$ cat src/rtl/bcd_count_pkg.sv
// Shared types and constants for the two-digit BCD counter controller.
package bcd_count_pkg;

    typedef enum logic [1:0] {
        IDLE  = 2'b00,
        RUN   = 2'b01,
        PAUSE = 2'b10
    } state_t;

    typedef logic [3:0] bcd_digit_t;

    localparam bcd_digit_t BCD_MAX = 4'd9;

    function automatic bcd_digit_t bcd_inc(input bcd_digit_t d);
        return (d == BCD_MAX) ? 4'd0 : d + 4'd1;
    endfunction

endpackage

$ cat src/rtl/bcd_digit.sv
// One decade digit: increments on enable, wraps 9 -> 0, synchronous clear.
module bcd_digit
    import bcd_count_pkg::*;
(
    input  logic       clk,
    input  logic       rst,
    input  logic       en_i,
    input  logic       clr_i,
    output bcd_digit_t q_o,
    output logic       co_o
);

    bcd_digit_t q_q;
    bcd_digit_t q_d;

    always_comb begin
        q_d = q_q;
        if (clr_i) begin
            q_d = '0;
        end else if (en_i) begin
            q_d = bcd_inc(q_q);
        end
    end

    always_ff @(posedge clk) begin
        if (rst) begin
            q_q <= '0;
        end else begin
            q_q <= q_d;
        end
    end

    // Carry only when this digit is actually stepping out of 9.
    assign co_o = en_i && (q_q == BCD_MAX);
    assign q_o  = q_q;

endmodule

$ cat src/rtl/bcd_count_ctrl.sv
// Start/stop/clear controller with prescaled count tick for a two-digit BCD counter.
// Optional lap-hold display feature enabled by defining BCD_COUNT_CTRL_LAP_EN.
module bcd_count_ctrl
    import bcd_count_pkg::*;
#(
    parameter int unsigned DIV        = 1000,
    parameter logic [7:0]  TARGET_BCD = 8'h59
) (
    input  logic       clk,
    input  logic       rst,
    input  logic       start,
    input  logic       stop,
    input  logic       clear,
`ifdef BCD_COUNT_CTRL_LAP_EN
    input  logic       lap,
`endif
    output logic [7:0] dout,
    output logic       tick_o,
    output logic       wrap,
    output logic       running
);

    localparam int unsigned     PW         = (DIV > 1) ? $clog2(DIV) : 1;
    localparam logic [PW-1:0]   PRESC_LAST = PW'(DIV - 1);

    state_t        state_q, state_d;
    logic [PW-1:0] presc_q, presc_d;
    logic          tick_q, wrap_q, running_q;
    logic          step;
    logic          at_target;
    logic          digit_clr;
    logic          ones_co;
    logic          tens_co_unused;
    bcd_digit_t    ones, tens;
    logic [7:0]    count;

    always_comb begin
        state_d = state_q;
        presc_d = presc_q;
        step    = 1'b0;

        case (state_q)
            IDLE:    if (start) state_d = RUN;
            RUN:     if (stop)  state_d = PAUSE;
            PAUSE:   if (start) state_d = RUN;
            default: state_d = IDLE;
        endcase
        if (clear) begin
            state_d = IDLE;
        end

        // A stop on the due edge suppresses the step and freezes the phase.
        if (clear) begin
            presc_d = '0;
        end else if (state_q == RUN && !stop) begin
            if (presc_q == PRESC_LAST) begin
                presc_d = '0;
                step    = 1'b1;
            end else begin
                presc_d = presc_q + PW'(1);
            end
        end
    end

    always_ff @(posedge clk) begin
        if (rst) begin
            state_q   <= IDLE;
            presc_q   <= '0;
            tick_q    <= 1'b0;
            wrap_q    <= 1'b0;
            running_q <= 1'b0;
        end else begin
            state_q   <= state_d;
            presc_q   <= presc_d;
            tick_q    <= step;
            wrap_q    <= step && at_target;
            running_q <= (state_d == RUN);
        end
    end

    assign count     = {tens, ones};
    assign at_target = (count == TARGET_BCD);
    assign digit_clr = clear || (step && at_target);

    bcd_digit u_ones (
        .clk   (clk),
        .rst   (rst),
        .en_i  (step),
        .clr_i (digit_clr),
        .q_o   (ones),
        .co_o  (ones_co)
    );

    bcd_digit u_tens (
        .clk   (clk),
        .rst   (rst),
        .en_i  (ones_co),
        .clr_i (digit_clr),
        .q_o   (tens),
        .co_o  (tens_co_unused)
    );

`ifdef BCD_COUNT_CTRL_LAP_EN
    logic       hold_q;
    logic [7:0] hold_val_q;

    always_ff @(posedge clk) begin
        if (rst) begin
            hold_q     <= 1'b0;
            hold_val_q <= 8'h00;
        end else if (clear || stop) begin
            hold_q <= 1'b0;
        end else if (lap) begin
            if (hold_q) begin
                hold_q <= 1'b0;
            end else if (state_q == RUN) begin
                hold_q     <= 1'b1;
                hold_val_q <= count;
            end
        end
    end

    assign dout = hold_q ? hold_val_q : count;
`else
    assign dout = count;
`endif

    assign tick_o  = tick_q;
    assign wrap    = wrap_q;
    assign running = running_q;

endmodule
$ cat config.mk
export PLATFORM = sky130hd
export DESIGN_NAME = bcd_count_ctrl
export DESIGN_NICKNAME = d
export VERILOG_FILES = /design/src/rtl/bcd_count_pkg.sv /design/src/rtl/bcd_digit.sv /design/src/rtl/bcd_count_ctrl.sv
export SDC_FILE = /design/constraint.sdc
export NUM_CORES = 1
export LEC_CHECK = 0
export CORE_MARGIN = 2
export CORE_UTILIZATION = 50
export DETAILED_ROUTE_END_ITERATION = 12
export PLACE_DENSITY_LB_ADDON = 0.12
export SYNTH_ARGS = -nofsm -noshare
export SYNTH_HDL_FRONTEND = slang
export SYNTH_SLANG_ARGS = --single-unit
$ cat constraint.sdc
create_clock -name clk -period 3.3 [get_ports clk]
set_clock_uncertainty 0.15 [all_clocks]
set_input_delay 0.33 -clock clk [delete_from_list [all_inputs] [get_ports clk]]
set_output_delay 0.33 -clock clk [all_outputs]
set_load 0.02 [all_outputs]
==> results of run 1 <==
[through the flow]
stage | hold slack [ns] | cells
floorplan | 0.3071 | 123
global placement | 0.3284 | 161
detailed placement | 0.3385 | 161
CTS | 0.3544 | 165
global route | 0.3926 | 165
finish | 0.3521 | 165
[layout by cell type, fill, tap and decap left out, drive strengths merged, types with 2 or more instances in the layout]
cell / count
dfxtp: 23
nor2: 17
clkdlybuf4s50: 15
nand2: 10
a21oi: 10
xnor2: 8
or4: 7
inv: 5
nand3b: 5
nor4: 5
o21ai: 5
o31ai: 4
clkbuf: 3
nand4: 2
nor2b: 2
or3: 2
nor3: 2
or3b: 2
[kinds of logic after synthesis]
group / share of synthesized area (%)
muxes: 0.9314
buffers and inverters: 3.958
DFF: 42.84
adders and majority gates: 1.164
xor gates and xnor gates: 7.335
AOI/OAI and AO/OA: 11.99
and+or+nand+nor: 31.78
[worst paths after layout]
check,from,to,slack (ns),depth (start not counted)
worst max-delay path,stop,u_tens.q_o[3]$_SDFFE_PP0P_,0.79,5
worst min-delay path,state_q[1]$_SDFF_PP0_,state_q[1]$_SDFF_PP0_,0.35,2
worst max register to register,state_q[0]$_SDFF_PP0_,u_tens.q_o[3]$_SDFFE_PP0P_,0.87,4
worst min register to register,state_q[1]$_SDFF_PP0_,state_q[1]$_SDFF_PP0_,0.35,2
[state kept, by name, indices dropped and copies added, names as in the netlist]
| name | count |
|---|---|
| u_tens.q_o | 4 |
| running | 1 |
| tick_o | 1 |
| u_ones.q_o | 4 |
| wrap | 1 |
| presc_q | 10 |
| state_q | 2 |
[critical path: stages]
cell                              delay (ns)
sky130_fd_sc_hd__clkdlybuf4s50_1        0.45
sky130_fd_sc_hd__or3b_1                 0.47
sky130_fd_sc_hd__or4_4                  0.66
sky130_fd_sc_hd__or4_1                  0.53
sky130_fd_sc_hd__a31oi_1                0.16
[routing by layer]
layer / vias to the layer above / routed length [um]
met5: - / 0
met2: 22 / 858
met4: 0 / 12
met3: 2 / 77
li1: 466 / -
met1: 418 / 972
[power by group through the flow]
stage | Clock (mW) | Sequential [mW] | Combinational, mW
2_1_floorplan | 0 | 0.287 | 0.00979
3_3_place_gp | 0 | 0.286 | 0.0188
3_5_place_dp | 0 | 0.286 | 0.0194
4_1_cts | 0.132 | 0.280 | 0.0195
5_1_grt | 0.145 | 0.280 | 0.0214
6_report | 0.127 | 0.280 | 0.0193
[final cells by class]
cell class                 instances  area [um^2]  area share [%]
multi-input combinational         91        571.8           45.29
sequential                        23        460.4           36.47
timing repair buffer              15        150.1           11.89
tap                               27        33.78           2.676
clock buffer                       3        22.52           1.784
inverter                           5        18.77           1.487
clock inverter                     1        5.005          0.3964
==> impl_metrics.yaml, run 1 <==
outcome:
  status: "complete, no violations"
setup_path:
  setup.worst_path.start_class: "primary input"
  critPathCaptureType: "flop"
  worst_ep_arrival_time_ns: 2.60
  crit_path_max_fanout: 12
  cp_data_required_time_ns: 3.40
  crit_type: "primary input to flop"
timing:
  max_clock_freq_mhz: 398.9
  min_period_over_period_pct: 75.96
  timing.final.crit_period_ns: 2.507
  final_number_of_setup_violating_endpoints: 0
  timing.setup.tns_ns: 0
  worst_pin_slew_ns: 0.4942
  timing.final.max_slew_violations: 0
  rsz0062_at_grt: "no"
  timing.max_slew.rel_slack_pct: 66.98
  timing.final.hold_violations: 0
  final.setup.worst_slack_ns: 0.7933
clocking:
  cts.hold.buffers_added: 0
  ctsResizeCount: 0
  cts_max_path_buffers: 2
  numCtsBuffers: 3
  ctsHtreeMaxLevel: 1
  cts_num_sinks: 23
  tritoncts: "yes"
  clock_insertion_delay_at_the_later_pin_of_the_skew_report_ns: 0.31
  cts.root.buffer_cell: "sky130_fd_sc_hd__clkbuf_4"
  cts_setup_buffers: 0
  clkTransAtPathRegs_ns: 0.12
global_route:
  met2_usage_in_global_routing_pct: 27.19
  grt_util_met1_pct: 23.21
  global_route.usage.total_pct: 17.15
  largest_net_degree_at_the_start_of_global_routing: 14
  number_of_global_route_vias_before_repair: 820
  grt_first_pass_wirelength_um: 3401
  grt_antenna_before_repair: 0
  use_met3_pct: 3.274
  grt.busiest_layer: "met2"
  grt_overflow_total: 0
detailed_routing:
  antenna_left: 0
  drc: 0
  num_vias: 908
  first_iter_violations: 25
  wl_um: 1920
  detail_route.vias_per_cell: 5.503
  wl_per_cell_um: 11.64
  drt_pass1_iterations: 4
placed_design:
  post_place_setup_slack_ns: 0.4701
  port_buffers: 15
  post-dp-hpwl_um: 1404
  globalplace.congestion: 0.7941
  placed_inst_area_um2: 1235
die:
  die_w_um: 50.37
  core-area_um2: 2002
  die_area_um2: 2537
  initial_utilization_pct: 53.69
  top_level_ports: 16
  dieHeight_um: 50.37
  row_count: 16
final_layout:
  finalNetCount: 145
  area_growth_pct: 17.46
  layout.filler_cells: 179
  drive_gt1_share_pct: 7.246
  antenna_cells_inserted: 0
  finalCoreUtilization_pct: 63.06
  non_filler_cell_area_final_um2: 1262
power:
  internal_power_mw: 0.3334
  switching_share_pct: 21.74
  combinationalPowerShare_pct: 4.5
  lkg_pwr_nw: 0.3556
  sequentialPowerShare_pct: 65.7
  max-vdd-ir-drop_v: 0.0002089
  share_of_power_burned_in_the_clock_network_pct: 29.7
  power_mw: 0.4260
  power.net_switching_mw: 0.09261
  pwr_density_cell_nw_per_um2: 337.5
yosys:
  avgSynthCellArea_um2: 8.738
  async_reset_ff_share_pct: 0
  post_synth_main_area_contributors: "sky130_fd_sc_hd__dfxtp_1 (43%), sky130_fd_sc_hd__xnor2_1 (6.5%), sky130_fd_sc_hd__nor2_1 (5.9%)"
  synth_largest_area_cell: "sky130_fd_sc_hd__dfxtp_1"
  synth-seq-area-share_pct: 42.84
  postSynthRegisterBits: 23
  postSynthNetCount: 129
  ys_dominant_reg_cell: "sky130_fd_sc_hd__dfxtp_1"
  syn_inst: 123
  synth-edff-count: 0
  synth.top_cells.by_count: "sky130_fd_sc_hd__dfxtp_1 (23), sky130_fd_sc_hd__nor2_1 (17), sky130_fd_sc_hd__nand2_1 (10), sky130_fd_sc_hd__a21oi_1 (9), sky130_fd_sc_hd__xnor2_1 (8)"
  synth_top_area_share_pct: 42.84
  synth.most_common_cell: "sky130_fd_sc_hd__dfxtp_1"
  syn_area_um2: 1075
  ys.warnings.count: 0
  yosysUniqueCellTypes: 33
job:
  max_cap_violations: 0
hold_path:
  worst_min_delay_path_category: "flop to flop"
Note: power is estimated with default switching activity, not from simulation.
==> inputs of run 2 (changes only) <==
- clock period: 3.3 -> 2.6 ns (I/O delays scaled with it)
==> impl_metrics.yaml, run 2 (synthesized netlist as in run 1, its figures left out) <==
outcome:
  status: "complete, no violations"
power:
  max-vdd-ir-drop_v: 0.0002803
  power_mw: 0.5460
  share_of_power_burned_in_the_clock_network_pct: 29.7
  power.net_switching_mw: 0.1171
  lkg_pwr_nw: 0.3875
  switching_share_pct: 21.45
  combinationalPowerShare_pct: 5.2
  internal_power_mw: 0.4289
  sequentialPowerShare_pct: 65.1
  pwr_density_cell_nw_per_um2: 413.2
detailed_routing:
  drt_pass1_iterations: 4
  antenna_left: 0
  first_iter_violations: 9
  wl_um: 2109
  num_vias: 935
  drc: 0
  detail_route.vias_per_cell: 5.405
  wl_per_cell_um: 12.19
die:
  initial_utilization_pct: 53.69
  top_level_ports: 16
  core-area_um2: 2002
  row_count: 16
  dieHeight_um: 50.37
  die_area_um2: 2537
  die_w_um: 50.37
setup_path:
  crit_type: "flop to flop"
  crit_path_max_fanout: 8
  cp_data_required_time_ns: 2.65
  timing.critical_path.mode_cell: "sky130_fd_sc_hd__buf_4"
  critical_path.cell_chain: "or3b_1 -> or4_4 -> buf_4 -> buf_4 -> nand2_1 -> nor2_1"
  critPathCaptureType: "flop"
  slowest_stage_cell_cp: "sky130_fd_sc_hd__or4_4"
  setup.worst_path.start_class: "flop"
  worst_ep_arrival_time_ns: 2.32
  critical-path-max-stage-delay_ns: 0.59
timing:
  max_clock_freq_mhz: 439.3
  timing.final.hold_violations: 0
  min_period_over_period_pct: 87.55
  timing.max_slew.rel_slack_pct: 65.55
  timing.setup.tns_ns: 0
  worst_pin_slew_ns: 0.5156
  timing.final.max_slew_violations: 0
  final_number_of_setup_violating_endpoints: 0
  rsz0062_at_grt: "no"
  timing.final.crit_period_ns: 2.276
placed_design:
  globalplace.congestion: 0.8134
  post-dp-hpwl_um: 1544
  port_buffers: 15
  post-place-cells: 169
final_layout:
  final_instance_count_excl_fillers: 173
  most-common-layout-cells: "sky130_fd_sc_hd__dfxtp_1 (23), sky130_fd_sc_hd__nor2_1 (17), sky130_fd_sc_hd__clkdlybuf4s50_1 (15), sky130_fd_sc_hd__nand2_1 (10), sky130_fd_sc_hd__a21oi_1 (9)"
  largest_reg_flops: 10
  drive_gt1_share_pct: 11.64
  layout.cells.most_common: "sky130_fd_sc_hd__dfxtp_1"
  finalNetCount: 153
  area_growth_pct: 22.93
  largest-register: "presc_q"
  antenna_cells_inserted: 0
clocking:
  clock_insertion_delay_at_the_later_pin_of_the_skew_report_ns: 0.30
  tritoncts: "yes"
  cts_num_sinks: 23
  ctsHtreeMaxLevel: 1
  cts.hold.buffers_added: 0
  cts_max_path_buffers: 2
  clkTransAtPathRegs_ns: 0.12
  numCtsBuffers: 3
  cts_setup_buffers: 0
  ctsResizeCount: 0
  cts.root.buffer_cell: "sky130_fd_sc_hd__clkbuf_4"
global_route:
  grt_overflow_total: 0
  largest_net_degree_at_the_start_of_global_routing: 13
  number_of_global_route_vias_before_repair: 834
  global_route.usage.total_pct: 18.74
  grt_first_pass_wirelength_um: 3622
  grt_antenna_before_repair: 0
hold_path:
  worst_min_delay_path_category: "flop to flop"
job:
  max_cap_violations: 0
-- run 2: changes by cell type in the layout (fill, tap and decap cells not counted), sizes merged --
| cell | change |
|---|---|
| buf | +8 |
| clkinv | -1 |
| clkbuf | +1 |
-- run 2: layout make-up --
class,instances,area (um^2)
well taps,27,33.78
multi-input cells,91,571.8
flip-flops and latches,23,460.4
fillers,175,680.7
clock buffers,4,26.28
repair buffers,23,210.2
inverters,5,18.77
-- run 2: stage by stage --
stage	setup slack, ns	utilization [%]	instance area, um^2	hold slack (ns)
6_report	0.3237	66.00	1321	0.3568
5_1_grt	0.1695	66.00	1321	0.3999
4_1_cts	0.3117	66.00	1321	0.3561
3_5_place_dp	0.02897	64.69	1295	0.3399
3_3_place_gp	0.05591	64.69	1295	0.3260
2_1_floorplan	0.2724	-	1075	0.2739
-- run 2: worst paths after layout --
| path | from | to | slack (ns) | cells after the start |
|---|---|---|---|---|
| worst min-delay path | state_q[1]$_SDFF_PP0_ | state_q[1]$_SDFF_PP0_ | 0.36 | 2 |
| worst min register to register | state_q[1]$_SDFF_PP0_ | state_q[1]$_SDFF_PP0_ | 0.36 | 2 |
| worst max register to register | state_q[0]$_SDFF_PP0_ | presc_q[1]$_SDFFE_PP0N_ | 0.32 | 6 |
| worst max-delay path | state_q[0]$_SDFF_PP0_ | presc_q[1]$_SDFFE_PP0N_ | 0.32 | 6 |
-- run 2: worst max-delay path, delay by kind of cell (launching register included) --
family,cells,cell delay (ns)
flops,1,0.41
simple gates,4,1.30
buf+inv,2,0.32
-- run 2: power by group through the flow --
stage	Sequential [mW]	Clock [mW]	Combinational, mW
floorplan	0.364	0	0.0124
global placement	0.363	0	0.0279
detailed placement	0.363	0	0.0280
CTS	0.356	0.170	0.0285
global route	0.356	0.184	0.0309
finish	0.355	0.162	0.0284
-- run 2: routing by layer --
metal	global-route usage (%)	routed length, um	vias up
li1	-	-	484
met1	24.57	1043	437
met2	30.04	992	12
met3	3.571	57	2
met4	8.108	15	0
met5	0	0	-
==> inputs of run 3 (changes only) <==
- CORE_UTILIZATION: 50 -> 52
- SKIP_LAST_GASP: default -> 1
==> impl_metrics.yaml, run 3 (synthesized netlist as in run 1, its figures left out) <==
detailed_routing:
  wl_um: 1928
  wl_per_cell_um: 11.27
  num_vias: 916
  antenna_left: 0
  drc: 0
  detail_route.vias_per_cell: 5.357
  first_iter_violations: 10
  drt_pass1_iterations: 4
clocking:
  cts_max_path_buffers: 2
  cts.hold.buffers_added: 0
  clock_insertion_delay_at_the_later_pin_of_the_skew_report_ns: 0.30
  cts_setup_buffers: 0
  tritoncts: "yes"
  ctsHtreeMaxLevel: 1
  cts.root.buffer_cell: "sky130_fd_sc_hd__clkbuf_4"
  ctsResizeCount: 0
  clkTransAtPathRegs_ns: 0.12
  cts_num_sinks: 23
  numCtsBuffers: 3
placed_design:
  globalplace.congestion: 0.7965
  placed_inst_area_um2: 1280
  post-dp-hpwl_um: 1490
  port_buffers: 15
job:
  max_cap_violations: 0
timing:
  min_period_over_period_pct: 88.29
  worst_pin_slew_ns: 0.4716
  max_clock_freq_mhz: 435.6
  timing.final.crit_period_ns: 2.295
  timing.setup.tns_ns: 0
  final_number_of_setup_violating_endpoints: 0
  timing.final.hold_violations: 0
  rsz0062_at_grt: "no"
  timing.max_slew.rel_slack_pct: 68.49
  post_route_hold_slack_ns: 0.3559
  timing.final.max_slew_violations: 0
power:
  pwr_density_cell_nw_per_um2: 415.2
  max-vdd-ir-drop_v: 0.0002904
  power_mw: 0.5429
  lkg_pwr_nw: 0.3819
setup_path:
  worst_setup_slack_for_register_to_register_paths_ns: 0.30
  critPathCaptureType: "flop"
  timing.reg2reg.worst_path_depth: 4
  cp_data_required_time_ns: 2.70
  worst_ep_arrival_time_ns: 2.39
  worst_flop_to_flop_path_endpoint: "u_tens.q_o[0]$_SDFFE_PP0P_"
  r2r-start: "presc_q[3]$_SDFFE_PP0N_"
  crit_type: "flop to flop"
  worstSetupStartpoint: "presc_q[3]$_SDFFE_PP0N_"
  setup.worst_path.start_class: "flop"
  crit_path_max_fanout: 8
final_layout:
  antenna_cells_inserted: 0
  finalNetCount: 151
  non_filler_cell_area_final_um2: 1308
  layout.cells.most_common: "sky130_fd_sc_hd__dfxtp_1"
  area_growth_pct: 21.65
  largest_reg_flops: 10
  largest-register: "presc_q"
  most-common-layout-cells: "sky130_fd_sc_hd__dfxtp_1 (23), sky130_fd_sc_hd__nor2_1 (17), sky130_fd_sc_hd__clkdlybuf4s50_1 (15), sky130_fd_sc_hd__nand2_1 (10), sky130_fd_sc_hd__a21oi_1 (9)"
  drive_gt1_share_pct: 11.11
global_route:
  grt_first_pass_wirelength_um: 3574
  grt_antenna_before_repair: 0
  global_route.usage.total_pct: 18.75
  grt_overflow_total: 0
  number_of_global_route_vias_before_repair: 834
  largest_net_degree_at_the_start_of_global_routing: 14
die:
  die_w_um: 49.47
  row_count: 16
  die_area_um2: 2447
  dieHeight_um: 49.47
  core-area_um2: 1962
  top_level_ports: 16
  initial_utilization_pct: 54.78
hold_path:
  hold_path_depth: 2
  hold_end: "state_q[1]$_SDFF_PP0_"
  worst_min_delay_path_category: "flop to flop"
  timing.hold.worst.start: "state_q[1]$_SDFF_PP0_"
outcome:
  status: "complete, no violations"
run 3: how the worst max path moves through the flow:
stage,endpoint,slack (ns)
floorplan,u_tens.q_o[2]$_SDFFE_PP0P_,0.27
global placement,u_tens.q_o[0]$_SDFFE_PP0P_,0.07
detailed placement,u_tens.q_o[3]$_SDFFE_PP0P_,0.008
CTS,u_tens.q_o[0]$_SDFFE_PP0P_,0.31
global route,u_tens.q_o[0]$_SDFFE_PP0P_,0.21
finish,u_tens.q_o[0]$_SDFFE_PP0P_,0.30
run 3: metal layers:
metal | wire length, um | track usage, % | part of all wire (%) | vias to the layer above
li1 | - | - | - | 477
met1 | 934 | 24.23 | 48 | 421
met2 | 898 | 30.18 | 47 | 14
met3 | 58 | 3.939 | 3.0 | 4
met4 | 38 | 8.333 | 2.0 | 0
met5 | 0 | 0 | 0 | -
run 3: layout make-up:
class / count / area [um^2]
clock buffers: 3 / 22.52
clock inverters: 1 / 5.005
fillers: 189 / 654.4
inverters: 5 / 18.77
multi-input cells: 91 / 571.8
flip-flops and latches: 23 / 460.4
well taps: 27 / 33.78
repair buffers: 21 / 195.2
run 3: power breakdown:
part | internal, mW | switching [mW]
clock | 0.0574 | 0.102
sequential | 0.354 | 0.00137
combinational | 0.0149 | 0.0132
run 3: through the flow:
stage               worst slack, ns  cells  utilization, %
global route                 0.2056    171           66.65
floorplan                    0.2724    123               -
detailed placement         0.008177    167           65.24
CTS                          0.3143    171           66.65
global placement            0.06616    167           65.24
finish                       0.3045    171           66.65
run 3: critical path, stage by stage (launching register included):
cell	delay [ns]
sky130_fd_sc_hd__dfxtp_1	0.37
sky130_fd_sc_hd__or3b_2	0.49
sky130_fd_sc_hd__or4_1	0.65
sky130_fd_sc_hd__or4_1	0.44
sky130_fd_sc_hd__a21oi_1	0.14
